--- config.mk ---
export PLATFORM = sky130hd
export DESIGN_NAME = hazard_stall_unit
export DESIGN_NICKNAME = d
export VERILOG_FILES = /design/src/rtl/hazard_stall_unit.sv
export SDC_FILE = /design/constraint.sdc
export NUM_CORES = 1
export LEC_CHECK = 0
export CAP_MARGIN = 5
export CORE_ASPECT_RATIO = 2
export CORE_MARGIN = 2
export CORE_UTILIZATION = 53
export CTS_CLUSTER_SIZE = 8
export DETAILED_ROUTE_END_ITERATION = 12
export PLACE_DENSITY = 0.85
export SYNTH_ARGS = -nofsm -noshare
export SYNTH_HDL_FRONTEND = slang
export SYNTH_SLANG_ARGS = --single-unit
export TNS_END_PERCENT = 5
--- constraint.sdc ---
create_clock -name clk -period 3.78 [get_ports clk]
set_clock_uncertainty 0.1 [all_clocks]
set_input_delay 0.756 -clock clk [delete_from_list [all_inputs] [get_ports clk]]
set_output_delay 0.756 -clock clk [all_outputs]
set_load 0.01 [all_outputs]
--- src/rtl/hazard_stall_unit.sv ---
// D-stage hazard detection: tracks {dest, Tnew} for E/M/W, raises stall when a
// source is not ready by its Tuse, and produces D-stage forward selects.
module hazard_stall_unit #(
  parameter int unsigned AW    = 5,
  parameter int unsigned CNT_W = 32
) (
  input  logic             clk,
  input  logic             reset,
  input  logic [AW-1:0]    rs_d,
  input  logic [AW-1:0]    rt_d,
  input  logic [1:0]       tuse_rs,
  input  logic [1:0]       tuse_rt,
  input  logic [AW-1:0]    a3_d,
  input  logic [1:0]       tnew_d,
  output logic             stall,
  output logic [1:0]       fwd_rs_d,
  output logic [1:0]       fwd_rt_d,
  output logic [AW-1:0]    a3_e,
  output logic [AW-1:0]    a3_m,
  output logic [AW-1:0]    a3_w,
  output logic [1:0]       tnew_e,
  output logic [1:0]       tnew_m,
  output logic [1:0]       tnew_w,
  output logic [CNT_W-1:0] stall_cnt
);

  localparam logic [1:0] TUSE_NONE = 2'd3;
  localparam logic [1:0] TNEW_NONE = 2'd3;
  localparam logic [1:0] SEL_RF    = 2'd0;
  localparam logic [1:0] SEL_E     = 2'd1;
  localparam logic [1:0] SEL_M     = 2'd2;
  localparam logic [1:0] SEL_W     = 2'd3;

  logic [AW-1:0]    a3_e_q, a3_e_d, a3_m_q, a3_m_d, a3_w_q, a3_w_d;
  logic [1:0]       tnew_e_q, tnew_e_d, tnew_m_q, tnew_m_d, tnew_w_q, tnew_w_d;
  logic [CNT_W-1:0] stall_cnt_q, stall_cnt_d;
  logic [AW-1:0]    a3_rec;
  logic [1:0]       tnew_rec;
  logic             stall_rs, stall_rt;

  // Tnew decrements as the instruction moves down; stays at 0 once ready.
  function automatic logic [1:0] age(input logic [1:0] t);
    return (t == 2'd0) ? 2'd0 : t - 2'd1;
  endfunction

  function automatic logic src_stall(
    input logic [AW-1:0] src,  input logic [1:0] tuse,
    input logic [AW-1:0] ae,   input logic [1:0] te,
    input logic [AW-1:0] am,   input logic [1:0] tm
  );
    return (tuse != TUSE_NONE) && (src != '0) &&
           (((ae == src) && (te > tuse)) || ((am == src) && (tm > tuse)));
  endfunction

  // Nearest producing stage wins; a bubble (dest 0) never matches a nonzero source.
  function automatic logic [1:0] fwd_sel(
    input logic [AW-1:0] src,
    input logic [AW-1:0] ae, input logic [1:0] te,
    input logic [AW-1:0] am, input logic [1:0] tm,
    input logic [AW-1:0] aw
  );
    logic [1:0] sel;
    sel = SEL_RF;
    if (src != '0) begin
      if ((ae == src) && (te == 2'd0))      sel = SEL_E;
      else if ((am == src) && (tm == 2'd0)) sel = SEL_M;
      else if (aw == src)                   sel = SEL_W;
    end
    return sel;
  endfunction

  always_comb begin
    a3_rec   = ((tnew_d == TNEW_NONE) || (a3_d == '0)) ? '0 : a3_d;
    tnew_rec = (a3_rec == '0) ? 2'd0 : tnew_d;
  end

  always_comb begin
    stall_rs = src_stall(rs_d, tuse_rs, a3_e_q, tnew_e_q, a3_m_q, tnew_m_q);
    stall_rt = src_stall(rt_d, tuse_rt, a3_e_q, tnew_e_q, a3_m_q, tnew_m_q);
    stall    = stall_rs | stall_rt;
    fwd_rs_d = fwd_sel(rs_d, a3_e_q, tnew_e_q, a3_m_q, tnew_m_q, a3_w_q);
    fwd_rt_d = fwd_sel(rt_d, a3_e_q, tnew_e_q, a3_m_q, tnew_m_q, a3_w_q);
  end

  // A stalled D instruction leaves a bubble in E.
  always_comb begin
    a3_e_d      = stall ? '0 : a3_rec;
    tnew_e_d    = stall ? 2'd0 : tnew_rec;
    a3_m_d      = a3_e_q;
    tnew_m_d    = age(tnew_e_q);
    a3_w_d      = a3_m_q;
    tnew_w_d    = age(tnew_m_q);
    stall_cnt_d = stall ? stall_cnt_q + CNT_W'(1) : stall_cnt_q;
  end

  always_ff @(posedge clk) begin
    if (reset) begin
      a3_e_q      <= '0;
      a3_m_q      <= '0;
      a3_w_q      <= '0;
      tnew_e_q    <= 2'd0;
      tnew_m_q    <= 2'd0;
      tnew_w_q    <= 2'd0;
      stall_cnt_q <= '0;
    end else begin
      a3_e_q      <= a3_e_d;
      a3_m_q      <= a3_m_d;
      a3_w_q      <= a3_w_d;
      tnew_e_q    <= tnew_e_d;
      tnew_m_q    <= tnew_m_d;
      tnew_w_q    <= tnew_w_d;
      stall_cnt_q <= stall_cnt_d;
    end
  end

  assign a3_e      = a3_e_q;
  assign a3_m      = a3_m_q;
  assign a3_w      = a3_w_q;
  assign tnew_e    = tnew_e_q;
  assign tnew_m    = tnew_m_q;
  assign tnew_w    = tnew_w_q;
  assign stall_cnt = stall_cnt_q;

endmodule

==> impl_metrics.prom, run 1 <==
# TYPE chip_impl_metric gauge
chip_impl_metric{name="coreArea",unit="sq um"} 5956
chip_impl_metric{name="internal_portion_of_total_power",unit="uW"} 907.6
chip_impl_metric{name="yosysTopAreaCellShare",unit="%"} 32.87
chip_impl_info{name="critical_path.startpoint",value="rt_d[1]"} 1
chip_impl_metric{name="htreeDepth",unit=""} 2
chip_impl_metric{name="worst-endpoint-arrival",unit="ns"} 2.90
chip_impl_metric{name="diodes",unit=""} 0
chip_impl_metric{name="vdd_drop_max",unit="uV"} 222.8
chip_impl_info{name="synth_top_cell_by_area",value="dfxtp_1"} 1
chip_impl_metric{name="p_clk_share",unit="%"} 38.0
chip_impl_metric{name="ys_warn_count",unit=""} 0
chip_impl_info{name="worstSetupEndpointType",value="output pin"} 1
chip_impl_info{name="ys.flop_type",value="dfxtp_1"} 1
chip_impl_metric{name="powerDensity",unit="nW/um^2"} 284.8
chip_impl_info{name="netlist_top_cells_count",value="dfxtp_1, nor2b_1, nor2_1"} 1
chip_impl_metric{name="globalRouteOverflowTotal",unit=""} 0
chip_impl_metric{name="boundaryPins",unit=""} 81
chip_impl_metric{name="fp-row-count",unit=""} 40
chip_impl_info{name="run_status",value="finished clean"} 1
chip_impl_metric{name="netlist_instances",unit=""} 372
chip_impl_metric{name="finalWeightedCongestion",unit=""} 0.8839
chip_impl_metric{name="timing_max_transition_violations_final",unit=""} 0
chip_impl_metric{name="grt_max_degree",unit=""} 39
chip_impl_metric{name="cts_max_path_buffers",unit=""} 2
chip_impl_info{name="crit-reg2reg-launch",value="tnew_m[1]"} 1
chip_impl_metric{name="tns",unit="ns"} 0
chip_impl_metric{name="syn_avg_cell_area",unit="sq um"} 8.678
chip_impl_info{name="synth.area.top_cells",value="dfxtp_1, nor2b_1, mux2_2"} 1
chip_impl_metric{name="final.hold.worst_slack",unit="ns"} 0.3554
chip_impl_metric{name="area_growth_syn_to_layout",unit="%"} 33.33
chip_impl_info{name="setup_repair_after_global_routing_missed_its_margin",value="true"} 1
chip_impl_metric{name="synth.yosys.seq_area_share",unit="%"} 32.87
chip_impl_metric{name="avg_wl_per_cell",unit="microns"} 16.46
chip_impl_metric{name="synth.cell_area",unit="sq um"} 3228
chip_impl_metric{name="p_total",unit="uW"} 1226
chip_impl_metric{name="final_period_minus_worst_setup_slack",unit="ns"} 3.755
chip_impl_metric{name="filler_cell_count",unit=""} 452
chip_impl_metric{name="finalSetupViolations",unit=""} 0
chip_impl_metric{name="die_y",unit="microns"} 114.4
chip_impl_metric{name="synthDistinctLibCells",unit=""} 39
chip_impl_info{name="hold_path.startpoint",value="tnew_m[0]"} 1
chip_impl_metric{name="multiInputGateArea",unit="sq um"} 2038
chip_impl_info{name="worst-setup-path-type",value="input port to output pin"} 1
chip_impl_info{name="synth.most_common_cell",value="dfxtp_1"} 1
chip_impl_metric{name="grt_pass1_vias",unit=""} 2986
chip_impl_info{name="cts.root.buffer_cell",value="clkbuf_16"} 1
chip_impl_metric{name="total_length_of_routed_wires",unit="microns"} 8526
chip_impl_metric{name="synth-seq-cells",unit=""} 53
chip_impl_metric{name="effective_utilization_at_floorplan",unit="%"} 54.20
chip_impl_metric{name="leakagePower",unit="uW"} 0.001700
chip_impl_metric{name="drt-pass1-iter-count",unit=""} 4
chip_impl_metric{name="cts_post_setup_buffers_inserted",unit=""} 0
chip_impl_metric{name="chipWidth",unit="microns"} 59.19
chip_impl_metric{name="power.share.switching",unit="%"} 25.95
chip_impl_metric{name="seq_area",unit="sq um"} 1061
chip_impl_metric{name="grt.total_usage",unit="%"} 25.75
chip_impl_metric{name="post_route_antenna_net_violation_count",unit=""} 0
chip_impl_metric{name="place.detailed.hpwl",unit="microns"} 6435
chip_impl_metric{name="crit_path_max_fanout",unit=""} 4
chip_impl_metric{name="async_flop_share",unit="%"} 0
chip_impl_metric{name="worst_path_clk_slew",unit="ns"} 0.07
chip_impl_metric{name="numCtsBuffers",unit=""} 5
chip_impl_metric{name="edff_count_synth",unit=""} 0
chip_impl_metric{name="p_seq_share",unit="%"} 47.3
chip_impl_metric{name="first_pass_grt_wire_length",unit="microns"} 13590
chip_impl_metric{name="grt_antenna_before_repair",unit=""} 0
chip_impl_metric{name="detail_route.vias_per_cell",unit=""} 5.884
chip_impl_metric{name="clock-sinks",unit=""} 53
chip_impl_metric{name="max_slew_margin",unit="%"} 60.57
chip_impl_metric{name="critical_path_required",unit="ns"} 2.92
chip_impl_info{name="clock_tree_from_tritoncts",value="yes"} 1
chip_impl_metric{name="timing_hold_violations_final",unit=""} 0
chip_impl_metric{name="synthesis.nets",unit=""} 406
chip_impl_metric{name="port-buffer-count",unit=""} 80
chip_impl_info{name="worst_setup_path_start_kind",value="input port"} 1
chip_impl_metric{name="worstMarginPinSlew",unit="ns"} 0.5869
chip_impl_metric{name="fmax",unit="GHz"} 0.2663
chip_impl_metric{name="final_core_utilization",unit="%"} 72.27
chip_impl_metric{name="timing.final.crit_share",unit="%"} 99.33
chip_impl_metric{name="cap_viol_max_count",unit=""} 0
chip_impl_info{name="min-delay-path-class",value="flip-flop to flip-flop"} 1
chip_impl_metric{name="switching_power",unit="uW"} 318.0
chip_impl_metric{name="ratio_of_cells_with_drive_above_1_in_the_final_layout",unit="%"} 13.41
chip_impl_metric{name="insertion_delay",unit="ns"} 0.29
chip_impl_metric{name="via_count",unit=""} 3048
chip_impl_metric{name="finalNetCount",unit=""} 488
chip_impl_metric{name="drcViolationCount",unit=""} 0
chip_impl_metric{name="floorplan.die_area",unit="sq um"} 6769
chip_impl_metric{name="comb_power_share",unit="%"} 14.6
chip_impl_metric{name="first_iter_violations",unit=""} 192
==> final cells by class <==
cell class / count / share of cell area, %
inverter: 15 / 1.308
tap: 63 / 1.831
clock inverter: 3 / 0.6105
multi-input combinational: 284 / 47.35
timing repair buffer: 95 / 21.34
clock buffer: 5 / 2.907
sequential: 53 / 24.65
==> cells by family after synthesis <==
family	share of synthesized area (%)
compound gates	13.22
fa+ha+maj	4.264
buf+inv	4.767
simple gates	26.28
xor+xnor	8.139
mux	10.47
flops	32.87
==> worst max-delay path: stages <==
cell	delay, ns
clkdlybuf4s50_1	0.50
or4_4	0.58
nor2_4	0.17
a2111oi_4	0.09
a22oi_4	0.23
nand2_4	0.09
clkdlybuf4s50_1	0.49
==> routing by layer <==
| layer | GRT usage (%) | up-vias | wire (microns) |
|---|---|---|---|
| li1 | - | 1463 | - |
| met1 | 25.76 | 1456 | 3013 |
| met2 | 48.35 | 99 | 4859 |
| met3 | 4.407 | 30 | 319 |
| met4 | 12.27 | 0 | 334 |
| met5 | 0 | - | 0 |
==> metrics by stage <==
| stage | cell area, sq um | setup slack [ns] | instances |
|---|---|---|---|
| floorplan | 3228 | 0.8855 | 372 |
| global placement | 4118 | 0.0009639 | 510 |
| detailed placement | 4118 | -0.04029 | 510 |
| CTS | 4274 | 0.007984 | 518 |
| global route | 4304 | -0.03142 | 518 |
| finish | 4304 | 0.02544 | 518 |
==> state kept, by name, indices dropped and copies added, names as in the netlist <==
name / flops
a3_m: 5
stall_cnt: 32
a3_w: 5
tnew_w: 2
tnew_m: 2
a3_e: 5
tnew_e: 2
==> path summary, 6_finish.rpt <==
path / end / slack (ns) / cells past startpoint
setup / recovery: stall / 0.03 / 7
hold / removal: tnew_w[0] / 0.36 / 1
setup reg to reg: stall_cnt[22] / 1.07 / 6
hold reg to reg: tnew_w[0] / 0.36 / 1
==> power by group through the flow <==
| stage | clock, uW | sequential (uW) | combinational (uW) |
|---|---|---|---|
| finish | 466 | 580 | 179 |
| global route | 497 | 581 | 195 |
| CTS | 471 | 580 | 178 |
| detailed placement | 0 | 593 | 177 |
| global placement | 0 | 593 | 169 |
| floorplan | 0 | 595 | 89.7 |
==> cell usage in the layout (no fill, tap or decap), types with 3 or more instances in the layout <==
cell type,netlist,layout
a2111oi_0,6,6
a2111oi_2,5,5
a21oi_1,31,31
and2_1,6,6
and3_1,10,10
buf_4,1,15
clkbuf_16,0,5
clkdlybuf4s50_1,0,75
dfxtp_1,53,53
dlymetal6s2s_1,0,4
ha_1,11,11
inv_1,15,15
mux2_1,9,9
mux2_2,21,21
nand2_1,14,14
nand2b_1,5,5
nand3_1,16,16
nand4_1,12,12
nor2_1,33,33
nor2b_1,40,40
nor3_1,14,10
nor3_2,0,4
o21ai_0,3,3
xnor2_1,16,16
xor2_1,14,14
==> what timing repair did <==
action | 4_1_cts | 5_1_grt
pin swaps | 0 | 2
gates cloned | 0 | 0
endpoints found under the setup margin | 1 | 5
hold buffers | 0 | 0
resized for setup | 1 | 8
(Power assumes the default switching activity.)
==> inputs of run 2 (changes only) <==
Settings changed: CELL_PAD_IN_SITES_DETAIL_PLACEMENT from default to 1, CELL_PAD_IN_SITES_GLOBAL_PLACEMENT from default to 2, CORE_ASPECT_RATIO 2 to 1.1, CORE_UTILIZATION 53 to 31, PLACE_DENSITY 0.85 to default, PLACE_DENSITY_LB_ADDON from default to 0.1.
==> impl_metrics.prom, run 2 (synthesis gave the netlist of run 1 again) <==
# TYPE chip_impl_metric gauge
chip_impl_metric{name="vdd_drop_max",unit="uV"} 149.3
chip_impl_metric{name="internal_portion_of_total_power",unit="uW"} 942.2
chip_impl_metric{name="worst-endpoint-arrival",unit="ns"} 2.87
chip_impl_metric{name="cap_viol_max_count",unit=""} 0
chip_impl_info{name="worst_setup_path_start_kind",value="input port"} 1
chip_impl_metric{name="grt_antenna_before_repair",unit=""} 0
chip_impl_metric{name="clock-sinks",unit=""} 53
chip_impl_metric{name="timing.final.crit_share",unit="%"} 98.53
chip_impl_metric{name="first_iter_violations",unit=""} 61
chip_impl_metric{name="fp-row-count",unit=""} 39
chip_impl_metric{name="total_length_of_routed_wires",unit="microns"} 9282
chip_impl_metric{name="grt_max_degree",unit=""} 65
chip_impl_metric{name="dpl_cell_area",unit="sq um"} 4215
chip_impl_metric{name="worstMarginPinSlew",unit="ns"} 1.120
chip_impl_metric{name="max_slew_margin",unit="%"} 25.34
chip_impl_info{name="worstSetupEndpointType",value="output pin"} 1
chip_impl_info{name="most-common-layout-cells",value="clkdlybuf4s50_1, dfxtp_1, nor2b_1, nor2_1, a21oi_1"} 1
chip_impl_metric{name="post_route_antenna_net_violation_count",unit=""} 0
chip_impl_metric{name="cts_max_path_buffers",unit=""} 2
chip_impl_metric{name="drcViolationCount",unit=""} 0
chip_impl_metric{name="timing_hold_violations_final",unit=""} 0
chip_impl_metric{name="detail_route.vias_per_cell",unit=""} 5.115
chip_impl_metric{name="drt-pass1-iter-count",unit=""} 4
chip_impl_metric{name="final_area",unit="sq um"} 4428
chip_impl_metric{name="grt_pass1_vias",unit=""} 3028
chip_impl_metric{name="largest_reg_flops",unit=""} 32
chip_impl_metric{name="final_core_utilization",unit="%"} 43.21
chip_impl_info{name="cts.root.buffer_cell",value="clkbuf_16"} 1
chip_impl_metric{name="chipWidth",unit="microns"} 101.3
chip_impl_metric{name="timing_max_transition_violations_final",unit=""} 0
chip_impl_metric{name="htreeDepth",unit=""} 2
chip_impl_info{name="min-delay-path-class",value="flip-flop to flip-flop"} 1
chip_impl_metric{name="numCtsBuffers",unit=""} 5
chip_impl_metric{name="tns",unit="ns"} 0
chip_impl_info{name="worst-setup-path-type",value="input port to output pin"} 1
chip_impl_metric{name="first_pass_grt_wire_length",unit="microns"} 15140
chip_impl_metric{name="comb_power_share",unit="%"} 14.8
chip_impl_metric{name="finalSetupViolations",unit=""} 0
chip_impl_info{name="layout.cells.most_common",value="clkdlybuf4s50_1"} 1
chip_impl_metric{name="crit_path_max_fanout",unit=""} 2
chip_impl_metric{name="ratio_of_cells_with_drive_above_1_in_the_final_layout",unit="%"} 14.38
chip_impl_metric{name="switching_power",unit="uW"} 309.4
chip_impl_metric{name="fmax",unit="GHz"} 0.2685
chip_impl_metric{name="final_period_minus_worst_setup_slack",unit="ns"} 3.724
chip_impl_metric{name="area_growth_syn_to_layout",unit="%"} 37.17
chip_impl_info{name="clock_tree_from_tritoncts",value="yes"} 1
chip_impl_metric{name="critical_path_required",unit="ns"} 2.92
chip_impl_metric{name="final.hold.worst_slack",unit="ns"} 0.3505
chip_impl_metric{name="avg_wl_per_cell",unit="microns"} 15.95
chip_impl_metric{name="place.detailed.hpwl",unit="microns"} 6890
chip_impl_metric{name="power.share.switching",unit="%"} 24.72
chip_impl_metric{name="finalNetCount",unit=""} 492
chip_impl_metric{name="finalWeightedCongestion",unit=""} 0.8045
chip_impl_metric{name="coreArea",unit="sq um"} 10250
chip_impl_metric{name="p_clk_share",unit="%"} 38.8
chip_impl_metric{name="effective_utilization_at_floorplan",unit="%"} 31.50
chip_impl_metric{name="worst_path_clk_slew",unit="ns"} 0.07
chip_impl_metric{name="p_seq_share",unit="%"} 46.4
chip_impl_metric{name="floorplan.die_area",unit="sq um"} 11250
chip_impl_metric{name="grt.total_usage",unit="%"} 16.71
chip_impl_metric{name="powerDensity",unit="nW/um^2"} 282.6
chip_impl_info{name="run_status",value="finished clean"} 1
chip_impl_metric{name="port-buffer-count",unit=""} 80
chip_impl_metric{name="leakagePower",unit="uW"} 0.001739
chip_impl_metric{name="insertion_delay",unit="ns"} 0.29
chip_impl_metric{name="via_count",unit=""} 2977
chip_impl_metric{name="die_y",unit="microns"} 111.0
chip_impl_info{name="setup_repair_after_global_routing_missed_its_margin",value="true"} 1
chip_impl_metric{name="boundaryPins",unit=""} 81
chip_impl_metric{name="diodes",unit=""} 0
chip_impl_metric{name="globalRouteOverflowTotal",unit=""} 0
[run 2: stage by stage]
| step | setup WS (ns) | instances | power (uW) |
|---|---|---|---|
| floorplan | 0.8855 | 372 | 684.8 |
| global placement | -0.02941 | 573 | 772.7 |
| detailed placement | -0.01048 | 573 | 776.3 |
| CTS | 0.004481 | 582 | 1270 |
| global route | -0.01883 | 582 | 1315 |
| finish | 0.05556 | 582 | 1252 |
[run 2: power groups by stage]
stage | Sequential [uW] | Combinational (uW) | Clock [uW]
floorplan | 595 | 89.7 | 0
CTS | 581 | 184 | 505
detailed placement | 594 | 182 | 0
global route | 583 | 203 | 529
global placement | 594 | 179 | 0
finish | 581 | 185 | 486
[run 2: final timing paths]
path,slack (ns),start,cells past startpoint,to
max,0.06,tuse_rs[1],7,stall
max reg2reg,1.05,tnew_e[1],6,stall_cnt[22]
min reg2reg,0.35,tnew_m[0],1,tnew_w[0]
min,0.35,tnew_m[0],1,tnew_w[0]
[run 2: timing repair]
item	in CTS	in global routing
setup endpoints to repair	2	5
gates resized for setup	3	9
hold buffers	0	0
pin swaps	1	2
buffers inserted	1	0
[run 2: worst max-delay path, cell delays in order]
cell	delay, ns
clkdlybuf4s50_1	0.47
inv_1	0.06
ha_1	0.32
a2111oi_2	0.45
a22oi_2	0.18
nand2_4	0.10
clkdlybuf4s50_1	0.53
[run 2: layer usage]
metal | global-route usage (%) | vias up | share of wire [%]
met5 | 0 | - | 0
met4 | 4.505 | 0 | 1.4
met3 | 2.648 | 9 | 3.2
met2 | 28.96 | 59 | 51
met1 | 21.24 | 1444 | 45
li1 | - | 1465 | -
[run 2: area by class of cell]
cell class | instances | area (sq um)
fillers | 1193 | 5819
multi-input cells | 284 | 2056
flip-flops and latches | 53 | 1061
repair buffers | 99 | 943.4
well taps | 123 | 153.9
clock buffers | 7 | 152.6
inverters | 15 | 56.30
clock inverters | 1 | 5.005
